### src/rtl/json_int_array_tx.sv
// rtl/json_int_array_tx.sv - streams signed integers out as JSON array text.
// Define JSON_TX_SPACE_EN to add a space after each ',' separator.
module json_int_array_tx #(
    parameter int DATA_W  = 32,
    parameter int MAX_DIG = 20
) (
    input  logic              clk,
    input  logic              rst_n,
    input  logic              in_valid,
    output logic              in_ready,
    input  logic [DATA_W-1:0] in_data,
    input  logic              in_last,
    input  logic              in_empty,
    output logic              out_valid,
    input  logic              out_ready,
    output logic [7:0]        out_data,
    output logic              out_last,
    output logic              busy
);

    localparam int SP_W = $clog2(MAX_DIG + 1);
    localparam int WIDE = DATA_W + 4;

    localparam logic [3:0] ST_START  = 4'd0;
    localparam logic [3:0] ST_OPEN   = 4'd1;
    localparam logic [3:0] ST_SIGN   = 4'd2;
    localparam logic [3:0] ST_CONV   = 4'd3;
    localparam logic [3:0] ST_EMIT   = 4'd4;
    localparam logic [3:0] ST_SEP    = 4'd5;
    localparam logic [3:0] ST_ACCEPT = 4'd6;
    localparam logic [3:0] ST_CLOSE  = 4'd7;
`ifdef JSON_TX_SPACE_EN
    localparam logic [3:0] ST_SPACE  = 4'd8;
`endif

    logic [3:0]        state_q, state_d;
    logic [DATA_W-1:0] mag_q, mag_d;
    logic              neg_q, neg_d;
    logic              last_q, last_d;
    logic              empty_q, empty_d;
    logic              out_valid_q, out_valid_d;
    logic [7:0]        out_data_q, out_data_d;
    logic              out_last_q, out_last_d;
    logic [3:0]        stk_q [MAX_DIG];
    logic [SP_W-1:0]   sp_q;
    logic              push, pop;

    logic              hs;
    logic              in_acc;
    logic              in_neg;
    logic [DATA_W-1:0] in_mag;
    logic [WIDE-1:0]   mag_wide;
    logic [DATA_W-1:0] mag_div;
    logic [3:0]        digit;
    logic              mag_small;

    assign in_ready  = (state_q == ST_START) || (state_q == ST_ACCEPT);
    assign out_valid = out_valid_q;
    assign out_data  = out_data_q;
    assign out_last  = out_last_q;
    assign busy      = (state_q != ST_START);

    assign hs       = out_valid_q && out_ready;
    assign in_acc   = in_valid && in_ready;
    assign in_neg   = in_data[DATA_W-1];
    assign in_mag   = in_neg ? (~in_data + DATA_W'(1)) : in_data;

    // Widened so the constant 10 fits even for very narrow DATA_W.
    assign mag_wide  = {4'b0000, mag_q};
    assign mag_div   = DATA_W'(mag_wide / WIDE'(10));
    assign digit     = 4'(mag_wide % WIDE'(10));
    assign mag_small = (mag_wide < WIDE'(10));

    // The output register always holds the byte belonging to the current
    // emitting state; a handshake loads the next byte in the same cycle.
    always_comb begin
        state_d     = state_q;
        mag_d       = mag_q;
        neg_d       = neg_q;
        last_d      = last_q;
        empty_d     = empty_q;
        out_valid_d = out_valid_q;
        out_data_d  = out_data_q;
        out_last_d  = out_last_q;
        push        = 1'b0;
        pop         = 1'b0;
        case (state_q)
            ST_START: if (in_acc) begin
                neg_d       = in_neg;
                mag_d       = in_mag;
                last_d      = in_last | in_empty;
                empty_d     = in_empty;
                out_valid_d = 1'b1;
                out_data_d  = 8'h5B;
                out_last_d  = 1'b0;
                state_d     = ST_OPEN;
            end
            ST_OPEN: if (hs) begin
                if (empty_q) begin
                    out_data_d = 8'h5D;
                    out_last_d = 1'b1;
                    state_d    = ST_CLOSE;
                end else if (neg_q) begin
                    out_data_d = 8'h2D;
                    state_d    = ST_SIGN;
                end else begin
                    out_valid_d = 1'b0;
                    state_d     = ST_CONV;
                end
            end
            ST_SIGN: if (hs) begin
                out_valid_d = 1'b0;
                state_d     = ST_CONV;
            end
            ST_CONV: begin
                // The most significant digit goes straight to the output.
                if (mag_small) begin
                    out_valid_d = 1'b1;
                    out_data_d  = 8'h30 + {4'b0000, digit};
                    state_d     = ST_EMIT;
                end else begin
                    push  = 1'b1;
                    mag_d = mag_div;
                end
            end
            ST_EMIT: if (hs) begin
                if (sp_q != '0) begin
                    pop        = 1'b1;
                    out_data_d = 8'h30 + {4'b0000, stk_q[sp_q - SP_W'(1)]};
                end else if (last_q) begin
                    out_data_d = 8'h5D;
                    out_last_d = 1'b1;
                    state_d    = ST_CLOSE;
                end else begin
                    out_data_d = 8'h2C;
                    state_d    = ST_SEP;
                end
            end
            ST_SEP: if (hs) begin
`ifdef JSON_TX_SPACE_EN
                out_data_d  = 8'h20;
                state_d     = ST_SPACE;
`else
                out_valid_d = 1'b0;
                state_d     = ST_ACCEPT;
`endif
            end
`ifdef JSON_TX_SPACE_EN
            ST_SPACE: if (hs) begin
                out_valid_d = 1'b0;
                state_d     = ST_ACCEPT;
            end
`endif
            ST_ACCEPT: if (in_acc) begin
                neg_d  = in_neg;
                mag_d  = in_mag;
                last_d = in_last;
                if (in_neg) begin
                    out_valid_d = 1'b1;
                    out_data_d  = 8'h2D;
                    state_d     = ST_SIGN;
                end else begin
                    state_d = ST_CONV;
                end
            end
            ST_CLOSE: if (hs) begin
                out_valid_d = 1'b0;
                out_last_d  = 1'b0;
                state_d     = ST_START;
            end
            default: begin
                out_valid_d = 1'b0;
                out_last_d  = 1'b0;
                state_d     = ST_START;
            end
        endcase
    end

    always_ff @(posedge clk or negedge rst_n) begin
        if (!rst_n) begin
            state_q     <= ST_START;
            mag_q       <= '0;
            neg_q       <= 1'b0;
            last_q      <= 1'b0;
            empty_q     <= 1'b0;
            out_valid_q <= 1'b0;
            out_data_q  <= 8'h00;
            out_last_q  <= 1'b0;
            sp_q        <= '0;
            for (int i = 0; i < MAX_DIG; i++) begin
                stk_q[i] <= 4'd0;
            end
        end else begin
            state_q     <= state_d;
            mag_q       <= mag_d;
            neg_q       <= neg_d;
            last_q      <= last_d;
            empty_q     <= empty_d;
            out_valid_q <= out_valid_d;
            out_data_q  <= out_data_d;
            out_last_q  <= out_last_d;
            if (push) begin
                stk_q[sp_q] <= digit;
                sp_q        <= sp_q + SP_W'(1);
            end else if (pop) begin
                sp_q <= sp_q - SP_W'(1);
            end
        end
    end

endmodule

### config.mk
export PLATFORM = sky130hd
export DESIGN_NAME = json_int_array_tx
export DESIGN_NICKNAME = d
export VERILOG_FILES = /design/src/rtl/json_int_array_tx.sv
export SDC_FILE = /design/constraint.sdc
export NUM_CORES = 1
export LEC_CHECK = 0
export CAP_MARGIN = 0
export CORE_MARGIN = 2
export CORE_UTILIZATION = 60
export CTS_CLUSTER_DIAMETER = 100
export DETAILED_ROUTE_END_ITERATION = 12
export PLACE_DENSITY = 0.81
export SYNTH_ARGS = -nofsm -noshare
export SYNTH_HDL_FRONTEND = slang
export SYNTH_SLANG_ARGS = --single-unit
### constraint.sdc
create_clock -name clk -period 12.6 [get_ports clk]
set_clock_uncertainty 0.05 [all_clocks]
set_input_delay 3.15 -clock clk [delete_from_list [all_inputs] [get_ports clk]]
set_output_delay 3.15 -clock clk [all_outputs]
set_load 0.03 [all_outputs]
==> impl_metrics.csv <==
group,metric,value,unit
status,status,"finished, final reports clean",
setup_path,arrival,12260,ps
final_layout,area_growth_syn_to_layout,12.5,%
final_layout,nets,1527,
global_routing,grt_pass1_wl,58.0,mm
clocking,path_clk_slew,60,ps
setup_path,crit_fanout,22,
synth,synthCells,1485,
synth,ys_ff_latch,132,
synth,yosysSeqAreaShare,26.8,%
synth,synth_common_cells,"nand2_1, dfrtp_1, nor2_1",
setup_path,crit_path_end_kind,"flip-flop",
final_layout,final_core_util,68.6,%
routing,wl_met3,3.12,mm
synth,yosys.area.top_type,"dfrtp_1",
synth,synth_top_family_by_area,"compound AO/OA/AOI/OAI gates",
global_routing,grt_util_all_layers,32.5,%
timing,setup_viol,0,
routing,ant_nets,0,
clocking,cts-htree-levels,4,
clocking,clockBufferDepth,2,
routing,first_iter_violations,1481,
job,maxCapViolCount,0,
clocking,root_buffer,"clkbuf_16",
synth,synth_top_flop_cell,"dfrtp_1",
global_routing,grt_pass1_vias,11458,
placement,port_buffers,48,
floorplan,dieHeight,147,µm
clocking,cts.sinks,132,
placement,gp_congestion,0.950,
floorplan,fp-row-count,52,
synth,synth_top_area_share,26.8,%
routing,drc_errors,0,
timing,fin_crit,11990,ps
worst_hold_path,hold_class,"flip-flop to flip-flop",
timing,fin_crit_sh,95.1,%
placement,dp.final_hpwl,24.4,mm
synth,avgSynthCellArea,8.31,µm²
synth,ys_top_cells_by_area,"dfrtp_1, mux2_2, nand2_1, o21ai_0, nor2_1",
clocking,numCtsBuffers,17,
synth,synth_xor_area_share,3.83,%
synth,synth-simple-area-share,21.3,%
floorplan,ioPinCount,50,
synth,synth_compound_area_share,28.9,%
routing,topRoutingLayerUsed,"met4",
timing,hold_viol,0,
setup_path,cp.required,12870,ps
routing,wl,36.0,mm
setup_path,crit_type,"flip-flop to flip-flop",
placement,place_area,12900,µm²
floorplan,coreArea,20200,µm²
final_layout,antenna_cells,0,
timing,slew_viol_final,0,
setup_path,cpMaxStageDelayCell,"dfrtp_4",
final_layout,design_area,13900,µm²
synth,yosysMostFrequentCell,"nand2_1",
global_routing,antenna_found_initial,0,
floorplan,die_w,147,µm
clocking,cts_tree,"done",
synth,yosysWarnings,0,
clocking,worstSkewPairLatency,440,ps
synth,synth.distinct_cells,117,
synth,synth_nets,1530,
routing,vias,12491,
setup_path,cp-start-kind,"flip-flop",
routing,viasPerCell,7.08,
synth,synth.area.mux_share,11.9,%
global_routing,overflow,0,
synth,synth_area,12300,µm²
timing,slew_headroom,23.6,%
synth,synthArstFlopShare,100,%
routing,wl_met1,14.7,mm
synth,synth_edf_count,0,
routing,drtPass1Iterations,6,
routing,met2_length,17.0,mm
routing,wl_per_cell,20.4,µm
final_layout,drive_gt1_share,19.1,%
setup_path,cpPeakStageDelay,580,ps
final_layout,n_fill_cell,1585,
floorplan,initial_core_util,61.0,%
global_routing,grt_max_degree,73,
clocking,cts-hold-fix-buffers,0,
timing,worst_slew_pin_slew,1140,ps
floorplan,dieArea,21700,µm²
timing,fmax,83.4,MHz
synth,synthAdderAreaFrac,1.29,%
[final timing paths]
check	from	endpoint	slack [ps]	depth (start not counted)
max reg2reg	mag_q[31]$_DFFE_PN0P_	out_data[2]$_DFFE_PN0P_	610	41
max in group asynchronous	rst_n	mag_q[30]$_DFFE_PN0P_	8450	2
min reg2reg	stk_q[44]$_DFFE_PN0P_	stk_q[44]$_DFFE_PN0P_	450	1
min	stk_q[44]$_DFFE_PN0P_	stk_q[44]$_DFFE_PN0P_	450	1
max	mag_q[31]$_DFFE_PN0P_	out_data[2]$_DFFE_PN0P_	610	41
min in group asynchronous	rst_n	stk_q[36]$_DFFE_PN0P_	2630	1
[per-layer routing]
layer	GRT usage, %	vias to the layer above
met5	0	-
met2	51.4	725
met3	5.09	101
met4	13.0	0
li1	-	5686
met1	45.0	5979
[stage by stage]
| stage | TNS, ps | instances | hold WS, ps | worst slack [ps] |
|---|---|---|---|---|
| floorplan | 0 | 1485 | 424 | 1540 |
| global placement | 0 | 1714 | 433 | 273 |
| detailed placement | -67.2 | 1714 | 441 | -67.2 |
| CTS | 0 | 1749 | 454 | 33.2 |
| global route | -67.6 | 1765 | 463 | -67.6 |
| finish | 0 | 1765 | 454 | 612 |
[worst max-delay path, delay by kind of cell, from the launching register on]
kind | cells | cell delay, ps
muxes | 2 | 530
and+or+nand+nor | 16 | 4990
AOI/OAI and AO/OA | 19 | 4680
adders and majority gates | 2 | 580
DFF | 1 | 580
buffers and inverters | 2 | 420
[flip-flops by register name (all words and copies together), names as in the netlist]
register / count
out_last: 1
out_data: 7
stk_q: 80
last_q: 1
neg_q: 1
state_q: 3
sp_q: 5
mag_q: 32
out_valid: 1
empty_q: 1
[layout by cell type, fill, tap and decap left out, types with 8 or more instances in the layout]
| cell | Yosys | final |
|---|---|---|
| a211o_1 | 9 | 9 |
| a211oi_1 | 23 | 20 |
| a21o_1 | 8 | 8 |
| a21oi_1 | 74 | 71 |
| a221oi_1 | 8 | 8 |
| a31oi_1 | 34 | 34 |
| a41oi_1 | 11 | 10 |
| and3_1 | 20 | 18 |
| buf_4 | 11 | 58 |
| clkbuf_16 | 0 | 17 |
| clkdlybuf4s50_1 | 0 | 47 |
| dfrtp_1 | 132 | 126 |
| inv_1 | 37 | 37 |
| mux2_2 | 64 | 64 |
| mux2i_1 | 22 | 22 |
| mux4_2 | 20 | 20 |
| nand2_1 | 141 | 141 |
| nand2b_1 | 10 | 10 |
| nand3_1 | 42 | 42 |
| nand4_1 | 23 | 23 |
| nor2_1 | 124 | 123 |
| nor3_1 | 39 | 36 |
| nor4_1 | 17 | 13 |
| o2111ai_1 | 11 | 11 |
| o211ai_1 | 27 | 27 |
| o21a_1 | 12 | 11 |
| o21ai_0 | 93 | 92 |
| o221ai_1 | 8 | 8 |
| o22ai_1 | 9 | 9 |
| o31ai_1 | 21 | 20 |
| or2_2 | 8 | 8 |
| or3_1 | 19 | 17 |
| or4_1 | 18 | 17 |
| xnor2_1 | 38 | 38 |
| xor2_1 | 16 | 16 |
[kinds of logic (layout without fill, tap and decap cells)]
| family | Yosys count | in the layout |
|---|---|---|
| AO/OA/AOI/OAI | 481 | 482 |
| XOR/XNOR | 54 | 54 |
| adder cells (fa/ha/maj) | 14 | 14 |
| buffers and inverters | 172 | 181 |
| flip-flops | 132 | 132 |
| multiplexers | 111 | 111 |
| other | 1 | 1 |
| AND/OR/NAND/NOR | 520 | 520 |
[area by class of cell]
class                           instances  area [µm²]  share of cell area (%)
Clock buffer                           19         443                    3.19
Clock inverter                         13         149                    1.07
Inverter                               43         161                    1.16
Multi-Input combinational cell       1182        8550                    61.6
Sequential cell                       132        3320                    23.9
Tap cell                              270         338                    2.43
Timing Repair Buffer                  106         917                    6.61
[repair_timing]
| item | in CTS | in global routing |
|---|---|---|
| pin swaps | 1 | 11 |
| resized for setup | 0 | 56 |
| cloned | 0 | 1 |
| buffers inserted | 3 | 15 |
| endpoints found under the setup margin | 20 | 65 |
Power is not shown: default switching activity piles up to over one toggle a cycle in this logic, so the estimate is an artifact.
